File: config.mk
export PLATFORM = sky130hd
export DESIGN_NAME = sd_boot_loader
export DESIGN_NICKNAME = d
export VERILOG_FILES = /design/src/rtl/sd_boot_pkg.sv /design/src/rtl/sd_boot_timer.sv /design/src/rtl/sd_boot_loader.sv
export SDC_FILE = /design/constraint.sdc
export NUM_CORES = 1
export LEC_CHECK = 0
export BUFFER_PORTS_ARGS = -buffer_cell sky130_fd_sc_hd__clkbuf_2
export CAP_MARGIN = 10
export CORE_ASPECT_RATIO = 1.2
export CORE_MARGIN = 10
export CORE_UTILIZATION = 55
export CTS_CLUSTER_DIAMETER = 100
export DETAILED_ROUTE_END_ITERATION = 16
export PLACE_DENSITY = 0.87
export SETUP_SLACK_MARGIN = 0.15
export SLEW_MARGIN = 20
export SYNTH_ARGS = -nofsm -noshare
export SYNTH_HDL_FRONTEND = slang
export SYNTH_SLANG_ARGS = --single-unit
File: constraint.sdc
create_clock -name control_clk_i -period 4.1 [get_ports control_clk_i]
set_input_delay 0.615 -clock control_clk_i [delete_from_list [all_inputs] [get_ports control_clk_i]]
set_output_delay 0.615 -clock control_clk_i [all_outputs]
set_load 0.02 [all_outputs]
File: src/rtl/sd_boot_pkg.sv
// Shared types and default constants for the SD-card boot sequencer.
package sd_boot_pkg;

   typedef enum logic [2:0] {
      IDLE,
      REQ,
      WAIT_DONE,
      WRITE,
      NEXT,
      WAIT_LOW,
      FINISH,
      ERROR
   } boot_state_t;

   localparam int unsigned DEF_TIMEOUT    = 1 << 20;
   localparam int unsigned DEF_NEXT_PULSE = 2;
   localparam int unsigned DEF_WORD_STEP  = 4;

endpackage

File: src/rtl/sd_boot_timer.sv
// Clearable up-counter; tc flags when the count equals last_val.
module sd_boot_timer #(
   parameter int unsigned W = 21
) (
   input  logic         control_clk_i,
   input  logic         control_rst_i,
   input  logic         clr,
   input  logic [W-1:0] last_val,
   output logic         tc
);

   logic [W-1:0] count;

   always_ff @(posedge control_clk_i) begin
      if (!control_rst_i) begin
         count <= '0;
      end else if (clr) begin
         count <= '0;
      end else begin
         count <= count + W'(1);
      end
   end

   assign tc = (count == last_val);

endmodule

File: src/rtl/sd_boot_loader.sv
// Fetches BOOT_WORDS words from the SPI microSD controller into instruction
// memory, accumulates a checksum, then releases the CPU from reset.
//
// state     | meaning
// IDLE      | index/address/sum held at start values, wait for boot_start_i
// REQ       | one cycle, raise read enable, clear timer
// WAIT_DONE | wait for sd_done_i, timeout -> ERROR
// WRITE     | one-cycle memory write, accumulate sum
// NEXT      | NEXT_PULSE cycles of sd_nextoper_o
// WAIT_LOW  | wait for sd_done_i to drop, timeout -> ERROR
// FINISH    | image loaded, CPU released, sticky until reset
// ERROR     | handshake stalled, sticky until boot_start_i retries
module sd_boot_loader
   import sd_boot_pkg::*;
#(
   parameter logic [31:0] SD_BASE    = 32'h0000_0000,
   parameter int unsigned WORD_STEP  = DEF_WORD_STEP,
   parameter int unsigned BOOT_WORDS = 256,
   parameter int unsigned MEM_AW     = 10,
   parameter int unsigned NEXT_PULSE = DEF_NEXT_PULSE,
   parameter int unsigned TIMEOUT    = DEF_TIMEOUT
) (
   input  logic              control_clk_i,
   input  logic              control_rst_i,
   input  logic              boot_start_i,
   input  logic              sd_done_i,
   input  logic [31:0]       sd_data_i,
   output logic [31:0]       sd_address_o,
   output logic              sd_re_o,
   output logic              sd_we_o,
   output logic              sd_nextoper_o,
   output logic              mem_we_o,
   output logic [MEM_AW-1:0] mem_addr_o,
   output logic [31:0]       mem_data_o,
   output logic              cpu_rst_n_o,
   output logic              boot_busy_o,
   output logic              boot_done_o,
   output logic              boot_err_o,
   output logic [31:0]       boot_sum_o
);

   // One timer serves both the handshake timeout and the pulse width.
   localparam int unsigned TW = $clog2((TIMEOUT > NEXT_PULSE) ? TIMEOUT : NEXT_PULSE) + 1;
   localparam logic [TW-1:0]     TO_LAST  = TW'(TIMEOUT - 1);
   localparam logic [TW-1:0]     NP_LAST  = TW'(NEXT_PULSE - 1);
   localparam logic [MEM_AW-1:0] LAST_IDX = MEM_AW'(BOOT_WORDS - 1);

   boot_state_t       state, state_next;
   logic              timer_clr, timer_tc;
   logic [TW-1:0]     timer_last;
   logic [MEM_AW-1:0] idx_q;
   logic              busy_d, we_d, next_d, done_d, err_d;

   assign timer_clr  = (state_next != state);
   assign timer_last = (state == NEXT) ? NP_LAST : TO_LAST;

   sd_boot_timer #(.W(TW)) u_timer (
      .control_clk_i (control_clk_i),
      .control_rst_i (control_rst_i),
      .clr           (timer_clr),
      .last_val      (timer_last),
      .tc            (timer_tc)
   );

   always_ff @(posedge control_clk_i) begin
      if (!control_rst_i) begin
         state <= IDLE;
      end else begin
         state <= state_next;
      end
   end

   always_comb begin
      state_next = state;
      case (state)
         IDLE:      if (boot_start_i) state_next = REQ;
         REQ:       state_next = WAIT_DONE;
         WAIT_DONE: begin
            if (sd_done_i)     state_next = WRITE;
            else if (timer_tc) state_next = ERROR;
         end
         WRITE:     state_next = (idx_q == LAST_IDX) ? FINISH : NEXT;
         NEXT:      if (timer_tc) state_next = WAIT_LOW;
         WAIT_LOW: begin
            if (!sd_done_i)    state_next = WAIT_DONE;
            else if (timer_tc) state_next = ERROR;
         end
         FINISH:    state_next = FINISH;
         ERROR:     if (boot_start_i) state_next = REQ;
         default:   state_next = IDLE;
      endcase
   end

   // Outputs are decoded from the next state so they register in step with it.
   always_comb begin
      busy_d = 1'b0;
      we_d   = 1'b0;
      next_d = 1'b0;
      done_d = 1'b0;
      err_d  = 1'b0;
      case (state_next)
         REQ, WAIT_DONE, WAIT_LOW: busy_d = 1'b1;
         WRITE: begin
            busy_d = 1'b1;
            we_d   = 1'b1;
         end
         NEXT: begin
            busy_d = 1'b1;
            next_d = 1'b1;
         end
         FINISH:  done_d = 1'b1;
         ERROR:   err_d  = 1'b1;
         default: ;
      endcase
   end

   always_ff @(posedge control_clk_i) begin
      if (!control_rst_i) begin
         sd_re_o       <= 1'b0;
         boot_busy_o   <= 1'b0;
         mem_we_o      <= 1'b0;
         sd_nextoper_o <= 1'b0;
         boot_done_o   <= 1'b0;
         cpu_rst_n_o   <= 1'b0;
         boot_err_o    <= 1'b0;
      end else begin
         sd_re_o       <= busy_d;
         boot_busy_o   <= busy_d;
         mem_we_o      <= we_d;
         sd_nextoper_o <= next_d;
         boot_done_o   <= done_d;
         cpu_rst_n_o   <= done_d;
         boot_err_o    <= err_d;
      end
   end

   always_ff @(posedge control_clk_i) begin
      if (!control_rst_i) begin
         idx_q        <= '0;
         sd_address_o <= SD_BASE;
         mem_addr_o   <= '0;
         mem_data_o   <= '0;
         boot_sum_o   <= '0;
      end else begin
         if (state == IDLE || (state == ERROR && boot_start_i)) begin
            idx_q        <= '0;
            sd_address_o <= SD_BASE;
            boot_sum_o   <= '0;
         end
         if (state == WAIT_DONE && sd_done_i) begin
            mem_addr_o <= idx_q;
            mem_data_o <= sd_data_i;
         end
         // Index and SD address advance on entry to NEXT; the last word has none.
         if (state == WRITE) begin
            boot_sum_o <= boot_sum_o + mem_data_o;
            if (idx_q != LAST_IDX) begin
               idx_q        <= idx_q + MEM_AW'(1);
               sd_address_o <= sd_address_o + 32'(WORD_STEP);
            end
         end
      end
   end

   assign sd_we_o = 1'b0;

endmodule

### Yosys cells after proc, flatten, opt, wreduce, memory -nomap -nowiden

Index checks and enable logic that the tools add are counted.
W data, S select, Z words.

* register bits after elaboration: 145
* input port bits: 36
* output and inout bits: 114
* word-level logic and storage cells: 64

* add/sub/neg operators: 4
* eq/ne operators: 18
* muxes and demuxes: 21
* bitwise gates (word level): 1
* reduce and logical (&&, ||, !) cells: 8

Operators with widths (number)
* $mux W32: 5
* $add A32 B3 Y32 const B: 1
* $add A32 B32 Y32: 1
* $mux W10: 3
* $eq A3 B3 Y1 const B: 8
* $add A21 B1 Y21 const B: 1
* $eq A21 B20 Y1: 1
* $pmux W3 S7: 1
* $mux W20: 1
* $mux W3: 5
* $eq A3 B2 Y1 const B: 4
* $add A10 B1 Y10 const B: 1
* $eq A10 B8 Y1 const B: 1
* $ne A10 B8 Y1 const B: 1
* $eq A3 B1 Y1 const B: 2
* $mux W1: 5
* $reduce_or A5 Y1: 1
* $reduce_or A2 Y1: 2
* $logic_not A3 Y1: 1
* $ne A3 B3 Y1: 1
* $logic_and A1 B1 Y1: 2
* $mux W2: 1
* $reduce_bool A2 Y1: 1
* $logic_or A1 B1 Y1: 1
* $not A1 Y1: 1

### Depth between registers and ports, before layout

Gate-level depths: netlist of run 1.

* word-level depth: 9
* mapped depth: 12
* gate-level depth less buffers: 12

### Cells and area by module

From an unflattened synthesis of run 1, not the netlist that was laid out.

* cells, all modules: 976
* area total of the unflattened synthesis: 7742.4 µm²

By module, submodules not included
* sd_boot_loader: instances 1, cells an instance 834, area each 6528.8 µm², seq. area each 2482.4 µm²
* sd_boot_timer: instances 1, cells an instance 142, area each 1213.7 µm², seq. area each 420.4 µm²

### Least setup slack after synthesis of run 1

OpenSTA, ideal clock, no wires.

* path type: register to register
* from: register mem_data_o[0]
* to: register boot_sum_o[24]
* arrival time: 2.624 ns
* path slack: 1.348 ns
* cell stages (with the launch flop): 13
* period minus slack after synthesis: 2.752 ns
* cell sequence: dfxtp_1 > ha_1 > fa_1 > a21o_1 > a21oi_1 > o21ai_0 > o211a_1 > a21oi_1 > a21oi_1 > o21ai_0 > o21bai_1 > xnor2_1 > o21ai_0

* longest elaborated chain between the ends: 2

RTL lines
* start: declaration: line sd_boot_loader.sv:34 `output logic [31:0] mem_data_o,`
* start signal: assignment: line sd_boot_loader.sv:152 `mem_data_o <= sd_data_i;`
* $add A32 B32 Y32: line sd_boot_loader.sv:156 `boot_sum_o <= boot_sum_o + mem_data_o;`
* $mux W32: line sd_boot_loader.sv:155 `if (state == WRITE) begin`
* end signal: assignment: line sd_boot_loader.sv:156
* end: declaration: line sd_boot_loader.sv:39 `output logic [31:0] boot_sum_o`

No other way between the ends.
A chain may end at the register's enable or synchronous reset.

### Worst setup path in the final report of run 1

* from: register state[1]
* to: register sd_address_o[19]

* longest elaborated chain between the ends: 6
* elaborated cells on any way between the ends: 8

RTL lines
* start: declaration: line sd_boot_loader.sv:48 `boot_state_t state, state_next;`
* start signal: assignment: line sd_boot_loader.sv:69 `state <= state_next;`
* $eq A3 B3 Y1: line sd_boot_loader.sv:145 `if (state == IDLE || (state == ERROR && boot_start_i)) begin`
* $logic_and A1 B1 Y1: line sd_boot_loader.sv:145
* $logic_or A1 B1 Y1: line sd_boot_loader.sv:145
* $mux W32: line sd_boot_loader.sv:145
* $mux W32: line sd_boot_loader.sv:157 `if (idx_q != LAST_IDX) begin`
* $mux W32 (*): line sd_boot_loader.sv:155
* end signal: assignment: line sd_boot_loader.sv:159 `sd_address_o <= sd_address_o + 32'(WORD_STEP);`
* end: declaration: line sd_boot_loader.sv:28 `output logic [31:0] sd_address_o,`

Every way passes the cells marked *; elsewhere a longest branch is shown, timed or not.

==> flow_summary.json, run 1 <==
{
  "totalPowerFinal_mw": 3.12,
  "cpMostUsedCell": "or3_1",
  "clkSlewWorstSetupHoldPaths_ps": 60,
  "critPathSlowestCell": "or3_1",
  "final_hold_viol_count": 0,
  "p_int_mw": 2.30,
  "crit_type": "flop to flop",
  "async_reset_ff_share_pct": 0,
  "grt_use_met2_pct": 35.4,
  "synth_ff_type": "dfxtp_1",
  "wirelength_mm": 19.0,
  "cts_tree": "yes",
  "top_usage_layer": "met2",
  "critPathRequiredTime_ps": 4460,
  "status": "completed",
  "max-cap-violations": 0,
  "grtUsageMet1_pct": 22.2,
  "grt.overflow.total": 0,
  "synthMuxAreaShare_pct": 1.08,
  "place_inst": 1181,
  "timing.fmax_ghz": 0.309,
  "die_h_um": 147,
  "clk_latency_ps": 430,
  "syn_area_mm2": 0.00739,
  "die_w_um": 126,
  "vias": 6783,
  "grtUsageTotal_pct": 20.1,
  "ctsResizeCount": 0,
  "grt_pass1_vias": 6483,
  "h-tree-depth": 4,
  "vdd_ir_drop_max_v": 0.000300,
  "critical_path.cell_chain": "inv_1 > nor3_2 > o31a_1 > buf_4 > nand4_1 > or3_1 > or3_1 > a21boi_0",
  "synth_compound_area_share_pct": 19.2,
  "netlist_instances": 904,
  "area_growth_pct": 18.2,
  "finish.instance_area_mm2": 0.00874,
  "min_path_type": "input port to flop",
  "p_sw_uw": 818,
  "clkPwrFrac_pct": 44.8,
  "worst_pin_slew_ps": 1070,
  "fill_cells": 1104,
  "synth_edf_count": 0,
  "finalCritPeriodShare_pct": 78.9,
  "grt_pass1_wl_mm": 31.2,
  "wl_per_cell_um": 15.6,
  "final_cells": 1213,
  "maxSlewViolCount": 0,
  "ys_warn_count": 0,
  "initial_utilization_pct": 56.1,
  "synth_xor_area_share_pct": 6.63,
  "synthAdderAreaFrac_pct": 6.02,
  "cts_made_buffers": 17,
  "fin_setup_tns_ps": 0,
  "synth_top_area_share_pct": 39.3,
  "port_buffers": 148,
  "arrival_ps": 3590,
  "cpPeakStageDelay_ps": 570,
  "antenna_found_initial": 0,
  "diodes": 0,
  "drcViolationCount": 0,
  "max_slew_margin_pct": 28.4,
  "cts_sinks": 145,
  "period_needed_ps": 3240,
  "rsz0062_at_grt": "false",
  "pwr-share-seq_pct": 46.6,
  "holdWs_ps": 418,
  "dp_hpwl_mm": 13.6,
  "power_density_mw_per_mm2": 357,
  "cp_max_fo": 15,
  "grt_max_degree": 92,
  "cts_max_path_buffers": 2,
  "place_congestion": 0.910,
  "cts_setup_buffers": 0,
  "rrSetupSlack_ps": 860,
  "setup_viol": 0,
  "first_pass_iters": 5,
  "placed_cell_area_mm2": 0.00821,
  "ys_top_cells_by_area": "dfxtp_1 (39%), nand2_1 (8.4%), ha_1 (5.8%)",
  "drt_iter0_drc": 391,
  "hold_buffers": 0,
  "syn_area_per_cell_um2": 8.18,
  "p_leak_nw": 3.74,
  "vias_per_cell": 5.59,
  "die-area_mm2": 0.0185,
  "synth_top_family_by_area": "simple AND/OR/NAND/NOR gates",
  "yosysTopAreaCell": "dfxtp_1",
  "yosys_register_bits": 145,
  "cpLargestDelayFamily": "simple AND/OR/NAND/NOR gates",
  "synth-simple-area-share_pct": 24.5,
  "power_switching_share_pct": 26.2,
  "crit_buf_inv": 2,
  "synth_nets": 975,
  "combPwrFrac_pct": 8.6,
  "core_mm2": 0.0132,
  "design.portCount": 150,
  "worstSetupEndpointType": "flop",
  "postRouteAntennaNets": 0,
  "rows": 46,
  "cts_root_buffer": "clkbuf_16",
  "nNetsFinal": 1103,
  "seq_area_frac_synth_pct": 39.3,
  "drive_gt1_share_pct": 18.4,
  "netlist-cell-type-count": 60,
  "use_met3_pct": 5.80,
  "skew_ps": 9.43,
  "startpoint_type": "flop"
}
-- per-stage QoR --
| step | setup WS, ps | util (%) |
|---|---|---|
| floorplan | 1350 | - |
| global placement | 1030 | 62.3 |
| detailed placement | 918 | 62.3 |
| CTS | 884 | 66.3 |
| global route | 621 | 66.3 |
| finish | 864 | 66.3 |
-- cell usage after synthesis (2+ instances only) --
cell	number
or3_1	11
nand3b_1	2
buf_1	3
nor2b_1	6
nor4_1	4
a21boi_0	55
o21ai_0	48
a21oi_1	34
inv_1	14
nand3_1	43
o21a_1	6
nor3_2	3
a211oi_1	4
nand2b_1	4
clkbuf_1	34
a21o_1	22
a22o_1	2
o211ai_1	10
o211a_1	2
dfxtp_1	145
mux2i_1	8
o22ai_1	2
nand2_1	166
buf_4	3
xor2_1	31
ha_1	34
and3_1	19
and2_1	31
buf_6	2
o21bai_1	6
o31ai_1	2
nor3_1	10
nor2_1	66
xnor2_1	25
nand4_1	17
a31oi_1	6
-- cells by family after synthesis --
| logic type | after synthesis |
|---|---|
| buffers and inverters | 57 |
| DFF | 145 |
| xor gates and xnor gates | 56 |
| muxes | 8 |
| and+or+nand+nor | 389 |
| AOI/OAI and AO/OA | 213 |
| other | 1 |
| adders and majority gates | 35 |
-- worst register-to-register path, stage by stage (launching register included) --
cell	delay [ps]
dfxtp_1	560
inv_1	220
nor3_2	500
o31a_1	220
buf_4	210
nand4_1	340
or3_1	570
or3_1	370
a21boi_0	170
-- flip-flops by register name (all words and copies together) (netlist names) --
signal and count:
boot_sum_o 32, mem_data_o 32, sd_address_o 32, u_timer.count 21
idx_q 10, mem_addr_o 10, state 3, boot_busy_o 1
boot_done_o 1, boot_err_o 1, mem_we_o 1, sd_nextoper_o 1
-- path summary, 6_finish.rpt --
check / from / endpoint / depth (start not counted)
worst max-delay path: state[1] / sd_address_o[19] / 8
worst min-delay path: sd_data_i[30] / mem_data_o[30] / 3
worst max register to register: state[1] / sd_address_o[19] / 8
worst min register to register: mem_addr_o[7] / mem_addr_o[7] / 2
-- placed cells by master (no fill, tap or decap), types with 6 or more instances in the layout --
master / count
mux2i_1: 8
xnor2_1: 25
o21bai_1: 6
dfxtp_1: 145
a21boi_0: 55
nand2_1: 166
xor2_1: 31
nor2b_1: 6
o21a_1: 6
or3_1: 11
nor3_1: 10
a21oi_1: 34
ha_1: 34
nand4_1: 17
clkbuf_16: 17
clkbuf_2: 148
nor2_1: 66
inv_1: 14
and3_1: 19
a21o_1: 22
and2_1: 31
nand3_1: 42
o21ai_0: 48
o211ai_1: 10
-- layer usage --
metal	vias to the layer above	wire [µm]
li1	3395	-
met1	3184	7910
met2	169	9500
met3	35	1160
met4	0	384
met5	-	0
-- final cells by class --
| class | instances | area [µm²] | share of cell area, % |
|---|---|---|---|
| Inverter | 14 | 52.6 | 0.601 |
| Timing Repair Buffer | 152 | 771 | 8.82 |
| Clock buffer | 20 | 447 | 5.11 |
| Sequential cell | 145 | 2900 | 33.2 |
| Multi-Input combinational cell | 702 | 4270 | 48.9 |
| Tap cell | 168 | 210 | 2.40 |
| Clock inverter | 12 | 87.6 | 1.00 |
-- power by group through the flow --
| stage | combinational, mW | clock (mW) | sequential, mW |
|---|---|---|---|
| after floorplan | 0.176 | 0 | 1.49 |
| final | 0.268 | 1.40 | 1.45 |
| after CTS | 0.268 | 1.41 | 1.45 |
| after global placement | 0.263 | 0 | 1.48 |
| after global routing | 0.296 | 1.48 | 1.46 |
| after detailed placement | 0.267 | 0 | 1.48 |
(Power assumes the default switching activity.)
==> inputs of run 2 (changes only) <==
--- a/config.mk
+++ b/config.mk
@@ -9,10 +9,10 @@
 export CAP_MARGIN = 10
 export CORE_ASPECT_RATIO = 1.2
 export CORE_MARGIN = 10
-export CORE_UTILIZATION = 55
+export CORE_UTILIZATION = 50
 export CTS_CLUSTER_DIAMETER = 100
 export DETAILED_ROUTE_END_ITERATION = 16
-export PLACE_DENSITY = 0.87
+export PLACE_DENSITY = 0.84
 export SETUP_SLACK_MARGIN = 0.15
 export SLEW_MARGIN = 20
 export SYNTH_ARGS = -nofsm -noshare
==> constraint.sdc (replaced) <==
create_clock -name control_clk_i -period 2.95 [get_ports control_clk_i]
set_input_delay 0.4425 -clock control_clk_i [delete_from_list [all_inputs] [get_ports control_clk_i]]
set_output_delay 0.4425 -clock control_clk_i [all_outputs]
set_load 0.02 [all_outputs]
==> run 2 against run 1 <==
  * Total power increased by 53%
  * Cell count up 4.0%
  * Worst hold slack got worse by 180 ps
  * Non-clock buffer count up 16
  * Critical path depth increased by 4
  * Fmax grew 18%
  * Sequential share of layout area shrank 1.3 points
  * Highest routed layer unchanged
==> flow_summary.json, run 2 (synthesized netlist as in run 1, its figures left out) <==
{
  "biggestRegsByFlops": "boot_sum_o: 32 flops, mem_data_o: 32 flops, sd_address_o: 32 flops",
  "fin_setup_tns_ps": 0,
  "vias": 6886,
  "drive_gt1_share_pct": 21.9,
  "multi_input_area_mm2": 0.00437,
  "rsz0062_at_grt": "true",
  "max_slew_margin_pct": 27.4,
  "core_mm2": 0.0145,
  "fill_cells": 1227,
  "final_cells": 1261,
  "power_density_mw_per_mm2": 522,
  "grt_pass1_vias": 6593,
  "die_w_um": 131,
  "nNetsFinal": 1119,
  "finalCritPeriodShare_pct": 92.6,
  "wl_per_cell_um": 15.6,
  "design.portCount": 150,
  "grt_pass1_wl_mm": 31.6,
  "power_switching_share_pct": 23.5,
  "critPathSlowestCell": "fa_1",
  "wl_met3_mm": 1.24,
  "dp_slack_ps": -46.9,
  "dp_hpwl_mm": 13.9,
  "final_common_cell": "nand2_1",
  "pwr-share-seq_pct": 42.2,
  "cts_tree": "yes",
  "initial_utilization_pct": 51.1,
  "cpLargestDelayFamily": "compound AO/OA/AOI/OAI gates",
  "grt_max_degree": 66,
  "vdd_ir_drop_max_v": 0.000297,
  "ff_latch_area_mm2": 0.00291,
  "vias_per_cell": 5.46,
  "min_path_type": "input port to flop",
  "rows": 48,
  "m1WireLength_mm": 8.17,
  "startpoint_type": "flop",
  "wirelength_mm": 19.6,
  "critical_path.cell_chain": "ha_1 > fa_1 > a21o_1 > a21oi_2 > o21ai_0 > o211a_1 > a21oi_4 > a21oi_2 > o21ai_1 > o21bai_1 > xnor2_1 > o21ai_0",
  "cts_sinks": 145,
  "layout_common_cells": "nand2_1 (166), clkbuf_2 (148), dfxtp_1 (138)",
  "grt.overflow.total": 0,
  "maxSlewViolCount": 0,
  "cts_made_buffers": 17,
  "setup_viol": 0,
  "final_hold_viol_count": 0,
  "crit_type": "flop to flop",
  "clkPwrFrac_pct": 49.3,
  "postLayoutCoreUtil_pct": 63.1,
  "postRouteAntennaNets": 0,
  "h-tree-depth": 4,
  "area_growth_pct": 23.5,
  "status": "completed",
  "cpPeakStageDelay_ps": 410,
  "arrival_ps": 3070,
  "wl_met2_mm": 9.73,
  "cp_max_fo": 4,
  "skew_ps": 8.34,
  "period_needed_ps": 2730,
  "drcViolationCount": 0,
  "antenna_found_initial": 0,
  "diodes": 0,
  "critPathRequiredTime_ps": 3280,
  "cts_root_buffer": "clkbuf_16",
  "worstSetupEndpointType": "flop",
  "timing.fmax_ghz": 0.366,
  "combPwrFrac_pct": 8.5,
  "p_int_mw": 3.65,
  "die-area_mm2": 0.0201,
  "top_layer": "met4",
  "port_buffers": 148,
  "cts_max_path_buffers": 2,
  "p_leak_nw": 3.89,
  "max-cap-violations": 0,
  "place_inst": 1222,
  "p_sw_mw": 1.12,
  "clk_latency_ps": 430,
  "setup_ws_ps": 219,
  "place_congestion": 0.949,
  "hold_buffers": 0,
  "clkSlewWorstSetupHoldPaths_ps": 60,
  "grtUsageTotal_pct": 19.2,
  "drt_iter0_drc": 442,
  "worst_pin_slew_ps": 1090,
  "first_pass_iters": 6,
  "die_h_um": 153,
  "crit_buf_inv": 0
}
-- run 2: area by class of cell --
class | count | area share, %
clock inverter | 8 | 1.63
clock buffer | 24 | 5.49
inverter | 14 | 0.575
tap | 200 | 2.74
timing repair buffer | 168 | 9.77
sequential | 145 | 31.9
multi-input combinational | 702 | 47.9
-- run 2: worst register-to-register path, cell delays in order, from the launching register on --
cell,delay (ps)
dfxtp_1,330
ha_1,240
fa_1,410
a21o_1,180
a21oi_2,190
o21ai_0,110
o211a_1,160
a21oi_4,190
a21oi_2,120
o21ai_1,250
o21bai_1,140
xnor2_1,140
o21ai_0,190
-- run 2: what timing repair did --
action / in CTS / in global routing
endpoints found under the setup margin: 29 / 42
cloned: 0 / 2
setup buffers: 2 / 3
pin swaps: 3 / 7
gates resized for setup: 7 / 27
-- run 2: worst paths after layout --
| path | start | endpoint | slack [ps] | cells after the start |
|---|---|---|---|---|
| worst max-delay path | mem_data_o[0] | boot_sum_o[24] | 220 | 12 |
| worst min-delay path | sd_data_i[6] | mem_data_o[6] | 240 | 3 |
| worst max register to register | mem_data_o[0] | boot_sum_o[24] | 220 | 12 |
| worst min register to register | mem_addr_o[6] | mem_addr_o[6] | 460 | 2 |
-- run 2: metal layers --
layer	vias to the layer above	global-route usage, %
met4	0	8.06
met5	-	0
met3	35	4.50
li1	3440	-
met1	3217	21.8
met2	194	33.1
-- run 2: per-stage QoR --
stage | hold WS, ps | total power [mW] | cell area (µm²)
finish | 240 | 4.77 | 9130
global route | 242 | 4.93 | 9130
CTS | 232 | 4.79 | 9020
detailed placement | 457 | 2.45 | 8310
global placement | 444 | 2.44 | 8310
floorplan | 430 | 2.32 | 7390
-- run 2: power groups by stage --
stage	clock [mW]	combinational [mW]	sequential, mW
after global placement	0	0.386	2.06
after global routing	2.46	0.448	2.02
after CTS	2.38	0.394	2.02
final	2.35	0.404	2.02
after floorplan	0	0.245	2.08
after detailed placement	0	0.389	2.06
